--- config.mk ---
export PLATFORM = sky130hd
export DESIGN_NAME = sim_finish_monitor
export DESIGN_NICKNAME = d
export VERILOG_FILES = /design/src/rtl/sophon_pkg.sv /design/src/rtl/sim_finish_hart.sv /design/src/rtl/sim_finish_monitor.sv
export SDC_FILE = /design/constraint.sdc
export NUM_CORES = 1
export LEC_CHECK = 0
export CAP_MARGIN = 20
export CORE_AREA = 5 5 67 69
export CTS_CLUSTER_DIAMETER = 40
export DETAILED_ROUTE_END_ITERATION = 10
export DIE_AREA = 0 0 72 74
export DONT_BUFFER_PORTS = 1
export PLACE_DENSITY = 0.8
export SKIP_LAST_GASP = 1
export SYNTH_ARGS = -nofsm -noshare
export SYNTH_HDL_FRONTEND = slang
export SYNTH_HIERARCHICAL = 1
export SYNTH_SLANG_ARGS = --single-unit
--- constraint.sdc ---
create_clock -name clk_i -period 3.69 [get_ports clk_i]
set_clock_uncertainty 0.1 [all_clocks]
set_input_delay 0.738 -clock clk_i [delete_from_list [all_inputs] [get_ports clk_i]]
set_output_delay 0.738 -clock clk_i [all_outputs]
set_load 0.05 [all_outputs]
--- src/rtl/sophon_pkg.sv ---
// Shared types and constants for the SOPHON end-of-test monitor.
// Provides the per-hart FSM state encoding and the default gp pass code.
// No ports; imported by sim_finish_hart and sim_finish_monitor.
package sophon_pkg;

    typedef enum logic [1:0] {
        RUN   = 2'd0,
        DRAIN = 2'd1,
        FIN   = 2'd2
    } hart_state_t;

    localparam logic [31:0] DEFAULT_PASS_CODE = 32'd1;

    // Width of the per-hart drain counter; bounds DRAIN_CYCLES to 2^16-1.
    localparam int DRAIN_W = 16;

endpackage

--- src/rtl/sim_finish_hart.sv ---
// Per-hart end-of-test tracker: ecall -> drain for DRAIN_CYCLES -> sample gp.
// Ports: clk_i/rst_i (async active-high), en_i (advance enable), ecall_i,
//        gp_i[31:0], done_o (verdict reached), fail_o (gp != PASS_CODE).
module sim_finish_hart
    import sophon_pkg::*;
#(
    parameter int          DRAIN_CYCLES = 255,
    parameter logic [31:0] PASS_CODE    = DEFAULT_PASS_CODE
) (
    input  logic        clk_i,
    input  logic        rst_i,
    input  logic        en_i,
    input  logic        ecall_i,
    input  logic [31:0] gp_i,
    output logic        done_o,
    output logic        fail_o
);

    localparam logic [DRAIN_W-1:0] LP_DRAIN_END = DRAIN_W'(DRAIN_CYCLES);

    hart_state_t        r_state;
    logic [DRAIN_W-1:0] r_drain_cnt;
    logic               r_done;
    logic               r_fail;

    hart_state_t        w_state_nxt;
    logic [DRAIN_W-1:0] w_drain_cnt_nxt;
    logic               w_done_nxt;
    logic               w_fail_nxt;

    always_ff @(posedge clk_i or posedge rst_i) begin
        if (rst_i) begin
            r_state     <= RUN;
            r_drain_cnt <= '0;
            r_done      <= 1'b0;
            r_fail      <= 1'b0;
        end else begin
            r_state     <= w_state_nxt;
            r_drain_cnt <= w_drain_cnt_nxt;
            r_done      <= w_done_nxt;
            r_fail      <= w_fail_nxt;
        end
    end

    always_comb begin
        w_state_nxt     = r_state;
        w_drain_cnt_nxt = r_drain_cnt;
        w_done_nxt      = r_done;
        w_fail_nxt      = r_fail;
        if (en_i) begin
            case (r_state)
                RUN: begin
                    if (ecall_i) begin
                        w_state_nxt     = DRAIN;
                        w_drain_cnt_nxt = DRAIN_W'(1);
                    end
                end
                DRAIN: begin
                    // Further ecalls are ignored here; only the first one
                    // starts the drain window. gp is looked at only now.
                    if (r_drain_cnt == LP_DRAIN_END) begin
                        w_state_nxt = FIN;
                        w_done_nxt  = 1'b1;
                        w_fail_nxt  = (gp_i != PASS_CODE);
                    end else begin
                        w_drain_cnt_nxt = r_drain_cnt + DRAIN_W'(1);
                    end
                end
                default: begin
                    // FIN is terminal until reset.
                end
            endcase
        end
    end

    assign done_o = r_done;
    assign fail_o = r_fail;

endmodule

--- src/rtl/sim_finish_monitor.sv ---
// End-of-test monitor: per-hart ecall/gp verdicts aggregated with a global timeout.
// Ports: clk_i/rst_i (async active-high), en_i, ecall_i[NUM_HART], gp_i[32*NUM_HART];
//        hart_done_o, fail_mask_o, done_o/pass_o/timeout_o (sticky), cycle_cnt_o.
// Macro SOPHON_FINISH_MSG_EN adds a simulation-only verdict print and $finish.
module sim_finish_monitor
    import sophon_pkg::*;
#(
    parameter int          NUM_HART     = 1,
    parameter int          TO_BIT       = 18,
    parameter int          DRAIN_CYCLES = 255,
    parameter logic [31:0] PASS_CODE    = DEFAULT_PASS_CODE
) (
    input  logic                   clk_i,
    input  logic                   rst_i,
    input  logic                   en_i,
    input  logic [NUM_HART-1:0]    ecall_i,
    input  logic [32*NUM_HART-1:0] gp_i,
    output logic [NUM_HART-1:0]    hart_done_o,
    output logic [NUM_HART-1:0]    fail_mask_o,
    output logic                   done_o,
    output logic                   pass_o,
    output logic                   timeout_o,
    output logic [TO_BIT-1:0]      cycle_cnt_o
);

    logic [TO_BIT-1:0]   r_cycle_cnt;
    logic                r_done;
    logic                r_pass;
    logic                r_timeout;

    logic [NUM_HART-1:0] w_hart_done;
    logic [NUM_HART-1:0] w_fail_mask;
    logic                w_run_en;
    logic                w_all_done;
    logic                w_cnt_max;

    // Once the global verdict is latched everything freezes, so the harts
    // and the counter share one gated enable.
    assign w_run_en   = en_i & ~r_done;
    assign w_all_done = &w_hart_done;
    assign w_cnt_max  = &r_cycle_cnt;

    for (genvar h = 0; h < NUM_HART; h++) begin : g_hart
        sim_finish_hart #(
            .DRAIN_CYCLES (DRAIN_CYCLES),
            .PASS_CODE    (PASS_CODE)
        ) u_hart (
            .clk_i   (clk_i),
            .rst_i   (rst_i),
            .en_i    (w_run_en),
            .ecall_i (ecall_i[h]),
            .gp_i    (gp_i[32*h +: 32]),
            .done_o  (w_hart_done[h]),
            .fail_o  (w_fail_mask[h])
        );
    end

    always_ff @(posedge clk_i or posedge rst_i) begin
        if (rst_i) begin
            r_cycle_cnt <= '0;
            r_done      <= 1'b0;
            r_pass      <= 1'b0;
            r_timeout   <= 1'b0;
        end else begin
            if (w_run_en && !w_cnt_max) begin
                r_cycle_cnt <= r_cycle_cnt + TO_BIT'(1);
            end
            // Hart completion takes priority over a simultaneous saturation.
            if (!r_done && (w_all_done || w_cnt_max)) begin
                r_done    <= 1'b1;
                r_pass    <= w_all_done & ~|w_fail_mask;
                r_timeout <= ~w_all_done;
            end
        end
    end

    assign hart_done_o = w_hart_done;
    assign fail_mask_o = w_fail_mask;
    assign done_o      = r_done;
    assign pass_o      = r_pass;
    assign timeout_o   = r_timeout;
    assign cycle_cnt_o = r_cycle_cnt;

`ifdef SOPHON_FINISH_MSG_EN
    // Runs on the first clock after done_o rises, when every status register
    // has settled and is frozen.
    always @(posedge clk_i) begin
        if (r_done) begin
            if (r_timeout) begin
                $display("[%0t] sim_finish_monitor: TIMEOUT", $realtime);
            end else if (r_pass) begin
                $display("[%0t] sim_finish_monitor: PASS", $realtime);
            end else begin
                $display("[%0t] sim_finish_monitor: FAIL", $realtime);
                for (int h = 0; h < NUM_HART; h++) begin
                    if (w_fail_mask[h]) begin
                        $display("  hart %0d gp=0x%08h", h, gp_i[32*h +: 32]);
                    end
                end
            end
            $finish;
        end
    end
`endif

endmodule
Yosys cells after proc, flatten, opt, wreduce, memory -nomap -nowiden:

Cells that the tools add are included.

* bits in registers: 41
* input bits: 36
* output and inout port bits: 23
* word-level logic and storage cells: 38

* add/subtract/negate cells: 2
* equal/unequal tests: 6
* muxes and demuxes: 6
* bitwise operators: 4
* reduce and logical (&&, ||, !) cells: 12

Operators with widths (number)
* 16-bit 2-to-1 mux: 2
* 32-bit by 1-bit != test with 1-bit output, second input constant: 1
* 16-bit one-hot mux with 2 select lines: 1
* 18-bit by 1-bit adder with 18-bit output, second input constant: 1
* 18-bit AND reduction: 1
* 16-bit by 1-bit adder with 16-bit output, second input constant: 1
* 16-bit by 8-bit equality test with 1-bit output, second input constant: 1
* 4-bit AND reduction: 2
* 2-bit 2-to-1 mux: 2
* 2-bit != test, second input constant: 2
* 2-bit one-hot mux with 2 select lines: 1
* 1-bit logical NOT: 3
* 3-bit AND reduction: 1
* 1-bit bitwise AND: 2
* 2-bit by 1-bit equality test with 1-bit output, second input constant: 1
* 1-bit logical AND: 2
* 2-bit logical NOT: 1
* 2-bit by 1-bit != test with 1-bit output, second input constant: 1
* 1-bit NOT: 2
* 2-bit nonzero test: 1
* 1-bit logical OR: 1

Depth between registers and ports, before layout:

Gate-level depths: netlist of run 1.

* depth after elaboration: 3
* depth in mapped cells: 8
* mapped depth without buffers: 6

Cells and area by module:

Netlist of run 1, hierarchy kept.

Modules (own cells, without submodules)
* sim_finish_hart: times used 1, cells an instance 130, area each 1159.9 µm², sequential area each 500.5 µm²
* sim_finish_monitor: times used 1, cells an instance 99, area each 1066.0 µm², sequential area each 525.5 µm²

Worst setup path before layout of run 1:

OpenSTA, ideal clock, no wires.

* path type: input-to-reg
* from: input port en_i
* to: register g_hart[0].u_hart.r_drain_cnt[10]
* setup time: 0.095 ns
* arrival time: 2.141 ns
* data required time: 3.495 ns
* path slack: 1.354 ns
* stages: 8
* buffers on the path: 2
* path through: nor2b_1 -> buf_2 -> nor2b_1 -> o21ai_0 -> a21o_4 -> or2_4 -> buf_8 -> o31ai_1

* longest elaborated chain between the ends: 2

Ends and longest elaborated chain
* start, declared: line sim_finish_monitor.sv:15 `input logic en_i,`
* 1-bit bitwise AND: line sim_finish_monitor.sv:39 `assign w_run_en = en_i & ~r_done;`
* via w_run_en: line sim_finish_monitor.sv:33 `logic w_run_en;`
* 4-bit AND reduction (no source line)
* end signal, assigned: line sim_finish_hart.sv:39 `r_drain_cnt <= w_drain_cnt_nxt;`
* end, declared: line sim_finish_hart.sv:22 `logic [DRAIN_W-1:0] r_drain_cnt;`

The timed path passes the listed nets, and every way through them passes these cells.
A chain may end at the register's enable or synchronous reset.

Worst setup path after layout of run 1:

* from: register r_cycle_cnt[0] (netlist: cycle_cnt_o[0])
* to: register r_cycle_cnt[1] (netlist: cycle_cnt_o[1])

* longest elaborated chain between the ends: 3
* elaborated cells between the ends (all ways): 4
* those cells by class: 1 x add/sub; 3 x reduce/logical

Ends and longest elaborated chain
* start, declared: line sim_finish_monitor.sv:26 `logic [TO_BIT-1:0] r_cycle_cnt;`
* start signal, assigned: line sim_finish_monitor.sv:66 `r_cycle_cnt <= r_cycle_cnt + TO_BIT'(1);`
* branches (longest 3 deep; another with 18-bit by 1-bit adder with 18-bit output)

Several ways; the timed one is not identified.

==> results of run 1 <==
-- stage by stage --
stage | hold slack [ns] | cell area (um2) | instances | utilization [%] | setup slack (ns)
3_3_place_gp | 0.365 | 2230 | 271 | 57.8 | 1.17
3_5_place_dp | 0.375 | 2230 | 271 | 57.8 | 1.09
6_report | 0.357 | 2330 | 279 | 60.4 | 1.15
5_1_grt | 0.410 | 2330 | 279 | 60.4 | 0.935
4_1_cts | 0.381 | 2330 | 279 | 60.4 | 1.13
2_1_floorplan | 0.337 | 2230 | 229 | - | 1.35
-- worst max-delay path, cell delays in order, from the launching register on --
cell,delay (ns)
dfrtp_1,0.70
ha_1,0.32
nand4_1,0.18
nor4_4,0.65
a21boi_2,0.16
mux2_4,0.32
-- final timing paths --
check / from / to / depth (start not counted)
max: cycle_cnt_o[0] / cycle_cnt_o[1] / 5
min: rst_i / g_hart[0].u_hart/r_drain_cnt[8] / 1
max reg2reg: cycle_cnt_o[0] / cycle_cnt_o[1] / 5
min reg2reg: g_hart[0].u_hart/r_drain_cnt[15] / g_hart[0].u_hart/r_drain_cnt[15] / 1
max in group asynchronous: rst_i / cycle_cnt_o[5] / 1
min in group clk_i: g_hart[0].u_hart/r_drain_cnt[15] / g_hart[0].u_hart/r_drain_cnt[15] / 1
-- layer usage --
| metal | vias up | routed length [um] | global-route usage [%] |
|---|---|---|---|
| met5 | - | 0 | 0 |
| met4 | 0 | 74 | 8.14 |
| met3 | 6 | 275 | 6.08 |
| met2 | 47 | 2400 | 31.6 |
| met1 | 861 | 1920 | 22.7 |
| li1 | 846 | - | - |
-- flip-flops by register name, indices dropped and copies added, names as in the netlist --
register / flops
pass_o: 1
g_hart.u_hart/done_o: 1
g_hart.u_hart/r_drain_cnt: 16
timeout_o: 1
done_o: 1
g_hart.u_hart/fail_o: 1
g_hart.u_hart/r_state: 2
cycle_cnt_o: 18
-- Yosys cell counts (3+ instances only) --
cell | n | share of area, %
buf_2 | 3 | 0.67
o31ai_1 | 6 | 2.0
a21oi_1 | 11 | 2.5
nor2_1 | 11 | 1.9
nand2_1 | 21 | 3.5
o21ai_2 | 3 | 1.2
nor4_1 | 10 | 2.8
nand4_1 | 9 | 2.5
nand2b_1 | 5 | 1.4
xor2_1 | 16 | 6.3
nand3_1 | 14 | 3.1
inv_1 | 6 | 1.0
buf_4 | 3 | 1.0
o21ai_0 | 18 | 4.0
a31oi_1 | 4 | 1.1
dfrtp_1 | 41 | 46
nor3_1 | 11 | 2.5
-- cells by family (layout without fill, tap and decap cells) --
| family | after synthesis | in the layout |
|---|---|---|
| and+or+nand+nor | 100 | 100 |
| AOI/OAI and AO/OA | 52 | 52 |
| DFF | 41 | 41 |
| xor gates and xnor gates | 17 | 17 |
| buffers and inverters | 15 | 15 |
| adders and majority gates | 2 | 2 |
| muxes | 2 | 2 |
-- layout make-up --
cell class	count	area share, %
clock inverters	1	0.215
multi-input cells	173	47.6
flip-flops and latches	41	44.0
inverters	6	0.967
repair buffers	1	0.322
well taps	50	2.69
clock buffers	7	4.14
-- power groups by stage --
| stage | Combinational (mW) | Clock [mW] | Sequential [mW] |
|---|---|---|---|
| 4_1_cts | 0.206 | 0.327 | 0.749 |
| 3_3_place_gp | 0.196 | 0 | 0.751 |
| 2_1_floorplan | 0.191 | 0 | 0.717 |
| 3_5_place_dp | 0.206 | 0 | 0.759 |
| 5_1_grt | 0.232 | 0.346 | 0.769 |
| 6_report | 0.203 | 0.317 | 0.750 |
==> results_dict.tcl, run 1 <==
set metrics [dict create \
    drtIter0Drc 161 \
    synth_seq_cells 41 \
    initial_core_util_pct 57.7 \
    grt_pass1_vias 1676 \
    finalPower_mw 1.27 \
    p_sw_mw 0.493 \
    drive_gt1_share_pct 9.61 \
    htreeDepth 2 \
    arrival_ns 2.62 \
    num-fill-cells 330 \
    area_growth_pct 4.67 \
    post_cts_buffers 0 \
    p_sw_share_pct 38.8 \
    status "complete, no violations" \
    synth_simple_gate_area_share_pct 25.5 \
    gp_congestion 0.826 \
    rsz0062_at_grt "no" \
    final_nets 266 \
    p_comb_share_pct 16.0 \
    clkSinkCount 41 \
    drv_cap 0 \
    grt_pass1_wl_mm 7.87 \
    hpwl_mm 3.46 \
    grt_use_total_pct 19.0 \
    syn-instance-count 229 \
    report.final.slew_viol_count 0 \
    tns_ns 0 \
    power.density_nw_per_um2 545 \
    ir_drop_mv 0.344 \
    antenna_found_initial 0 \
    avgSynthCellArea_um2 9.72 \
    multi_input_area_um2 1110 \
    start_kind "flip-flop" \
    pin_count 59 \
    num_vias 1760 \
    regArea_um2 1030 \
    syn-cell-area_um2 2230 \
    synth_cell_types 45 \
    max_freq_mhz 394 \
    p_leak_nw 1.03 \
    die-area_um2 5330 \
    synthMuxAreaShare_pct 1.18 \
    cts_tree "built" \
    power.share.clock_pct 25.0 \
    synth_edf_count 0 \
    clk_pin_slew_ns 0.08 \
    cts-buffers-inserted 5 \
    critical_path_class "flip-flop to flip-flop" \
    clk_latency_ns 0.30 \
    ys_warn_count 6 \
    timing.final.hold_violations 0 \
    final_common_cell "dfrtp_1" \
    seq_power_share_pct 59.1 \
    synth_adder_area_share_pct 1.12 \
    wl_mm 4.67 \
    viasPerCell 6.31 \
    ys_seq_area_share_pct 46.1 \
    slew_headroom_pct 48.5 \
    core_um2 3860 \
    cts_resized 0 \
    setup_viol 0 \
    cellInternalPower_mw 0.777 \
    crit_path_max_fanout 13 \
    clock_path_buffers 2 \
    cts_root_buf "clkbuf_8" \
    grt_max_degree 22 \
    grt-ovfl-total 0 \
    synth_xor_area_share_pct 6.69 \
    port-buffer-count 0 \
    cp-end-kind "flip-flop" \
    drc 0 \
    rrSetupSlack_ns 1.15 \
    synth_flop_cell "dfrtp_1" \
    min_path_type "primary input to asynchronous set/reset pin" \
    num_rows 23 \
    cts-hold-fix-buffers 0 \
    worst_pin_slew_ns 0.771 \
    period_needed_ns 2.54 \
    final_cell_mix "dfrtp_1, nand2_1, o21ai_0" \
    antenna_cells 0 \
    synth-compound-area-share_pct 15.3 \
    die_x_um 72 \
    ant_nets 0 \
    post-route-period-util_pct 68.8 \
    routedWlPerCell_um 16.7 \
    dr.pass1.iters 4 \
    synth_nets 267 \
    synth_top_family_by_area "simple AND/OR/NAND/NOR gates" \
    async_flop_share_pct 100 \
    die_h_um 74 \
    crit_required_ns 3.77 \
]
No activity file was read; power rests on OpenSTA's default activity.
==> run 2: changes to the inputs <==
Settings changed: CORE_AREA 5 5 67 69 to 5 5 70 72, DIE_AREA 0 0 72 74 to 0 0 75 77, PLACE_DENSITY 0.8 to 0.77.
Clock period 3.69 ns to 2.3 ns, I/O delays scaled along.
==> results_dict.tcl, run 2 (synthesized netlist as in run 1, its figures left out) <==
set metrics [dict create \
    ir_drop_mv 0.474 \
    clk_latency_ns 0.29 \
    num_vias 1844 \
    cts-buffers-inserted 5 \
    wl_mm 4.92 \
    regArea_um2 1030 \
    cts_resized 0 \
    report.final.slew_viol_count 0 \
    ant_nets 0 \
    antenna_cells 0 \
    clock_path_buffers 2 \
    p_leak_nw 1.17 \
    grt_pass1_vias 1776 \
    gp_congestion 0.762 \
    worst_pin_slew_ns 0.785 \
    cts_tree "built" \
    rsz0062_at_grt "no" \
    slew_headroom_pct 47.6 \
    drv_cap 0 \
    core_um2 4230 \
    crit_required_ns 2.38 \
    critical_path_class "flip-flop to flip-flop" \
    rr_endpoint "g_hart[0].u_hart/r_drain_cnt[13]" \
    finish.utilization_pct 59.9 \
    port-buffer-count 0 \
    setup_viol 0 \
    num-fill-cells 380 \
    die-area_um2 5780 \
    grt_max_degree 22 \
    multi_input_area_um2 1110 \
    rr_startpoint "done_o" \
    period_needed_ns 2.01 \
    status "complete, no violations" \
    arrival_ns 2.09 \
    largest_reg_flops 18 \
    drive_gt1_share_pct 18.1 \
    area_growth_pct 13.9 \
    max_freq_mhz 497 \
    antenna_found_initial 0 \
    post-route-period-util_pct 87.6 \
    hold_ws_ns 0.0899 \
    rrSetupSlack_ns 0.29 \
    finalPower_mw 2.23 \
    routedWlPerCell_um 16.1 \
    cts-hold-fix-buffers 0 \
    power.density_nw_per_um2 879 \
    crit_path_max_fanout 12 \
    cts_root_buf "clkbuf_8" \
    tns_ns 0 \
    grt_use_total_pct 18.5 \
    die_h_um 77 \
    grt-ovfl-total 0 \
    clk_pin_slew_ns 0.08 \
    drtIter0Drc 93 \
    pin_count 59 \
    die_x_um 75 \
    r2r_cells 6 \
    drc 0 \
    start_kind "flip-flop" \
    final_nets 291 \
    htreeDepth 2 \
    final_common_cell "dfrtp_1" \
    final_cell_mix "dfrtp_1, buf_4, nand2_1" \
    initial_core_util_pct 52.6 \
    min_path_type "primary input to asynchronous set/reset pin" \
    timing.final.hold_violations 0 \
    viasPerCell 6.03 \
    grt_pass1_wl_mm 8.51 \
    clkSinkCount 41 \
    post_cts_buffers 0 \
    num_rows 24 \
    hpwl_mm 3.72 \
    cp-end-kind "flip-flop" \
    dr.pass1.iters 4 \
]
==> run 2: cell count changes in the layout (fill, tap and decap cells not counted), sizes merged <==
cell,previous run,this run
buf,1,26
bufinv,0,1
clkinv,1,0
==> run 2: worst max-delay path, stage by stage, from the launching register on <==
cell,delay (ns)
dfrtp_1,0.38
nor2b_1,0.17
nor2b_1,0.19
o21ai_0,0.15
a21o_4,0.24
or2_4,0.31
o41ai_1,0.36
==> run 2: layout make-up <==
| type | count | area share, % |
|---|---|---|
| Inverter | 6 | 0.888 |
| Tap cell | 52 | 2.57 |
| Sequential cell | 41 | 40.5 |
| Multi-Input combinational cell | 173 | 43.8 |
| Timing Repair Buffer | 26 | 7.70 |
| Clock inverter | 1 | 1.18 |
| Clock buffer | 7 | 3.41 |
==> run 2: how the worst max path moves through the flow <==
stage / from / to / depth (start not counted) / slack (ns)
after floorplan: done_o / g_hart[0].u_hart/r_drain_cnt[10] / 8 / 0.07
after global placement: en_i / g_hart[0].u_hart/r_drain_cnt[13] / 6 / 0.26
after detailed placement: en_i / g_hart[0].u_hart/r_drain_cnt[13] / 6 / 0.20
after CTS: done_o / g_hart[0].u_hart/r_drain_cnt[13] / 6 / 0.27
after global routing: done_o / g_hart[0].u_hart/r_drain_cnt[13] / 6 / 0.11
final: done_o / g_hart[0].u_hart/r_drain_cnt[13] / 6 / 0.29
==> run 2: where the power goes <==
part,leakage [nW],switching (mW),internal [mW]
Combinational,0.570,0.428,0.234
Clock,0.0585,0.246,0.354
Sequential,0.538,0.139,0.829
Total,1.17,0.812,1.42
==> run 2: layer usage <==
| layer | up-vias | share of wire [%] | track usage [%] |
|---|---|---|---|
| met5 | - | 0 | 0 |
| met4 | 0 | 1.3 | 6.23 |
| met3 | 7 | 5.9 | 4.84 |
| met2 | 37 | 51 | 29.1 |
| met1 | 903 | 42 | 24.4 |
| li1 | 897 | - | - |
==> run 2: per-stage QoR <==
stage / instances / area [um2] / worst slack [ns]
finish: 306 / 2530 / 0.286
floorplan: 229 / 2230 / 0.0665
detailed placement: 298 / 2420 / 0.199
global route: 306 / 2530 / 0.109
CTS: 306 / 2530 / 0.273
global placement: 298 / 2420 / 0.257
==> run 3: changes to the inputs <==
Settings changed: SLEW_MARGIN from default to 40.
==> results_dict.tcl, run 3 (synthesized netlist as in run 1, its figures left out) <==
set metrics [dict create \
    arrival_ns 2.10 \
    largest_reg_flops 18 \
    antenna_found_initial 0 \
    port-buffer-count 0 \
    num_rows 24 \
    grt-ovfl-total 0 \
    report.final.slew_viol_count 0 \
    cts_resized 0 \
    final_cell_mix "dfrtp_1, buf_4, nand2_1" \
    cts_tree "built" \
    drv_cap 0 \
    cts_root_buf "clkbuf_8" \
    crit_required_ns 2.38 \
    htreeDepth 2 \
    routedWlPerCell_um 16.2 \
    ant_nets 0 \
    ir_drop_mv 0.477 \
    die-area_um2 5780 \
    start_kind "flip-flop" \
    grt_pass1_vias 1776 \
    initial_core_util_pct 52.6 \
    final_nets 292 \
    pin_count 59 \
    finalPower_mw 2.23 \
    r2r_cells 6 \
    grt_use_total_pct 18.5 \
    die_x_um 75 \
    rr_endpoint "g_hart[0].u_hart/r_drain_cnt[13]" \
    rsz0062_at_grt "no" \
    post_cts_buffers 0 \
    gp_congestion 0.762 \
    critical_path_class "flip-flop to flip-flop" \
    slew_headroom_pct 48.0 \
    rr_startpoint "g_hart[0].u_hart/r_drain_cnt[0]" \
    tns_ns 0 \
    area_growth_pct 14.3 \
    grt_pass1_wl_mm 8.51 \
    grt_max_degree 22 \
    die_h_um 77 \
    drive_gt1_share_pct 18.4 \
    crit_path_max_fanout 12 \
    drtIter0Drc 125 \
    busiest_layer "met2" \
    clk_latency_ns 0.29 \
    drc 0 \
    clock_path_buffers 2 \
    timing.final.hold_violations 0 \
    dr.pass1.iters 4 \
    clkSinkCount 41 \
    status "complete, no violations" \
    met2_usage_pct 29.1 \
    cts-buffers-inserted 5 \
    final_common_cell "dfrtp_1" \
    cts-hold-fix-buffers 0 \
    critPathSlowestCell "dfrtp_1" \
    min_path_type "primary input to asynchronous set/reset pin" \
    cp-end-kind "flip-flop" \
    clk_pin_slew_ns 0.08 \
    post-route-period-util_pct 87.8 \
    cp_cell_sequence "ha_1, nand3_1, nor3_1, a21o_4, or2_4, o41ai_1" \
    cpPeakStageDelay_ns 0.44 \
    antenna_cells 0 \
    wl_mm 4.97 \
    viasPerCell 6.03 \
    use_met1_pct 24.4 \
    use_met3_pct 4.84 \
    power.density_nw_per_um2 876 \
    p_leak_nw 1.17 \
    max_freq_mhz 495 \
    core_um2 4230 \
    period_needed_ns 2.02 \
    setup_viol 0 \
    num_vias 1850 \
    rrSetupSlack_ns 0.28 \
    hpwl_mm 3.72 \
    worst_pin_slew_ns 0.780 \
]
[run 3: cell count changes in the layout (fill, tap and decap cells not counted), sizes merged]
| cell | change |
|---|---|
| dlygate4sd3 | +1 |
[run 3: power breakdown]
part / switching (mW) / total (mW) / internal [mW] / leakage, nW
Sequential: 0.138 / 0.967 / 0.829 / 0.538
Combinational: 0.428 / 0.663 / 0.235 / 0.573
Clock: 0.245 / 0.599 / 0.354 / 0.0585
Total: 0.812 / 2.23 / 1.42 / 1.17
[run 3: critical path: cells and delay by family, from the launching register on]
kind,cells,cell delay [ns]
compound gates,2,0.61
fa+ha+maj,1,0.25
flops,1,0.44
simple gates,3,0.51
[run 3: worst max path at each step]
stage,to,start,slack [ns],depth (start not counted)
after floorplan,g_hart[0].u_hart/r_drain_cnt[10],done_o,0.07,8
after global placement,g_hart[0].u_hart/r_drain_cnt[13],en_i,0.26,6
after detailed placement,g_hart[0].u_hart/r_drain_cnt[13],en_i,0.20,6
after CTS,g_hart[0].u_hart/r_drain_cnt[13],done_o,0.27,6
after global routing,g_hart[0].u_hart/r_drain_cnt[13],done_o,0.11,6
final,g_hart[0].u_hart/r_drain_cnt[13],g_hart[0].u_hart/r_drain_cnt[0],0.28,6
[run 3: metrics by stage]
stage	hold WS, ns	area, um2	cells	setup WS [ns]	util, %
finish	0.0949	2540	307	0.280	60.1
global route	0.130	2540	307	0.109	60.1
CTS	0.106	2530	306	0.273	59.9
detailed placement	0.365	2420	298	0.199	57.1
global placement	0.357	2420	298	0.257	57.1
floorplan	0.324	2230	229	0.0665	-
[run 3: layer usage]
layer  routed length, um  share of wire [%]
met1                2080                 42
met2                2510                 51
met3                 312                6.3
met4                  65                1.3
met5                   0                  0
[run 3: final cells by class]
class,instances,area [um2]
Inverter,6,22.5
Multi-Input combinational cell,173,1110
Clock buffer,7,86.3
Tap cell,52,65.1
Clock inverter,1,30.0
Sequential cell,41,1030
Fill cell,381,1690
Timing Repair Buffer,27,205
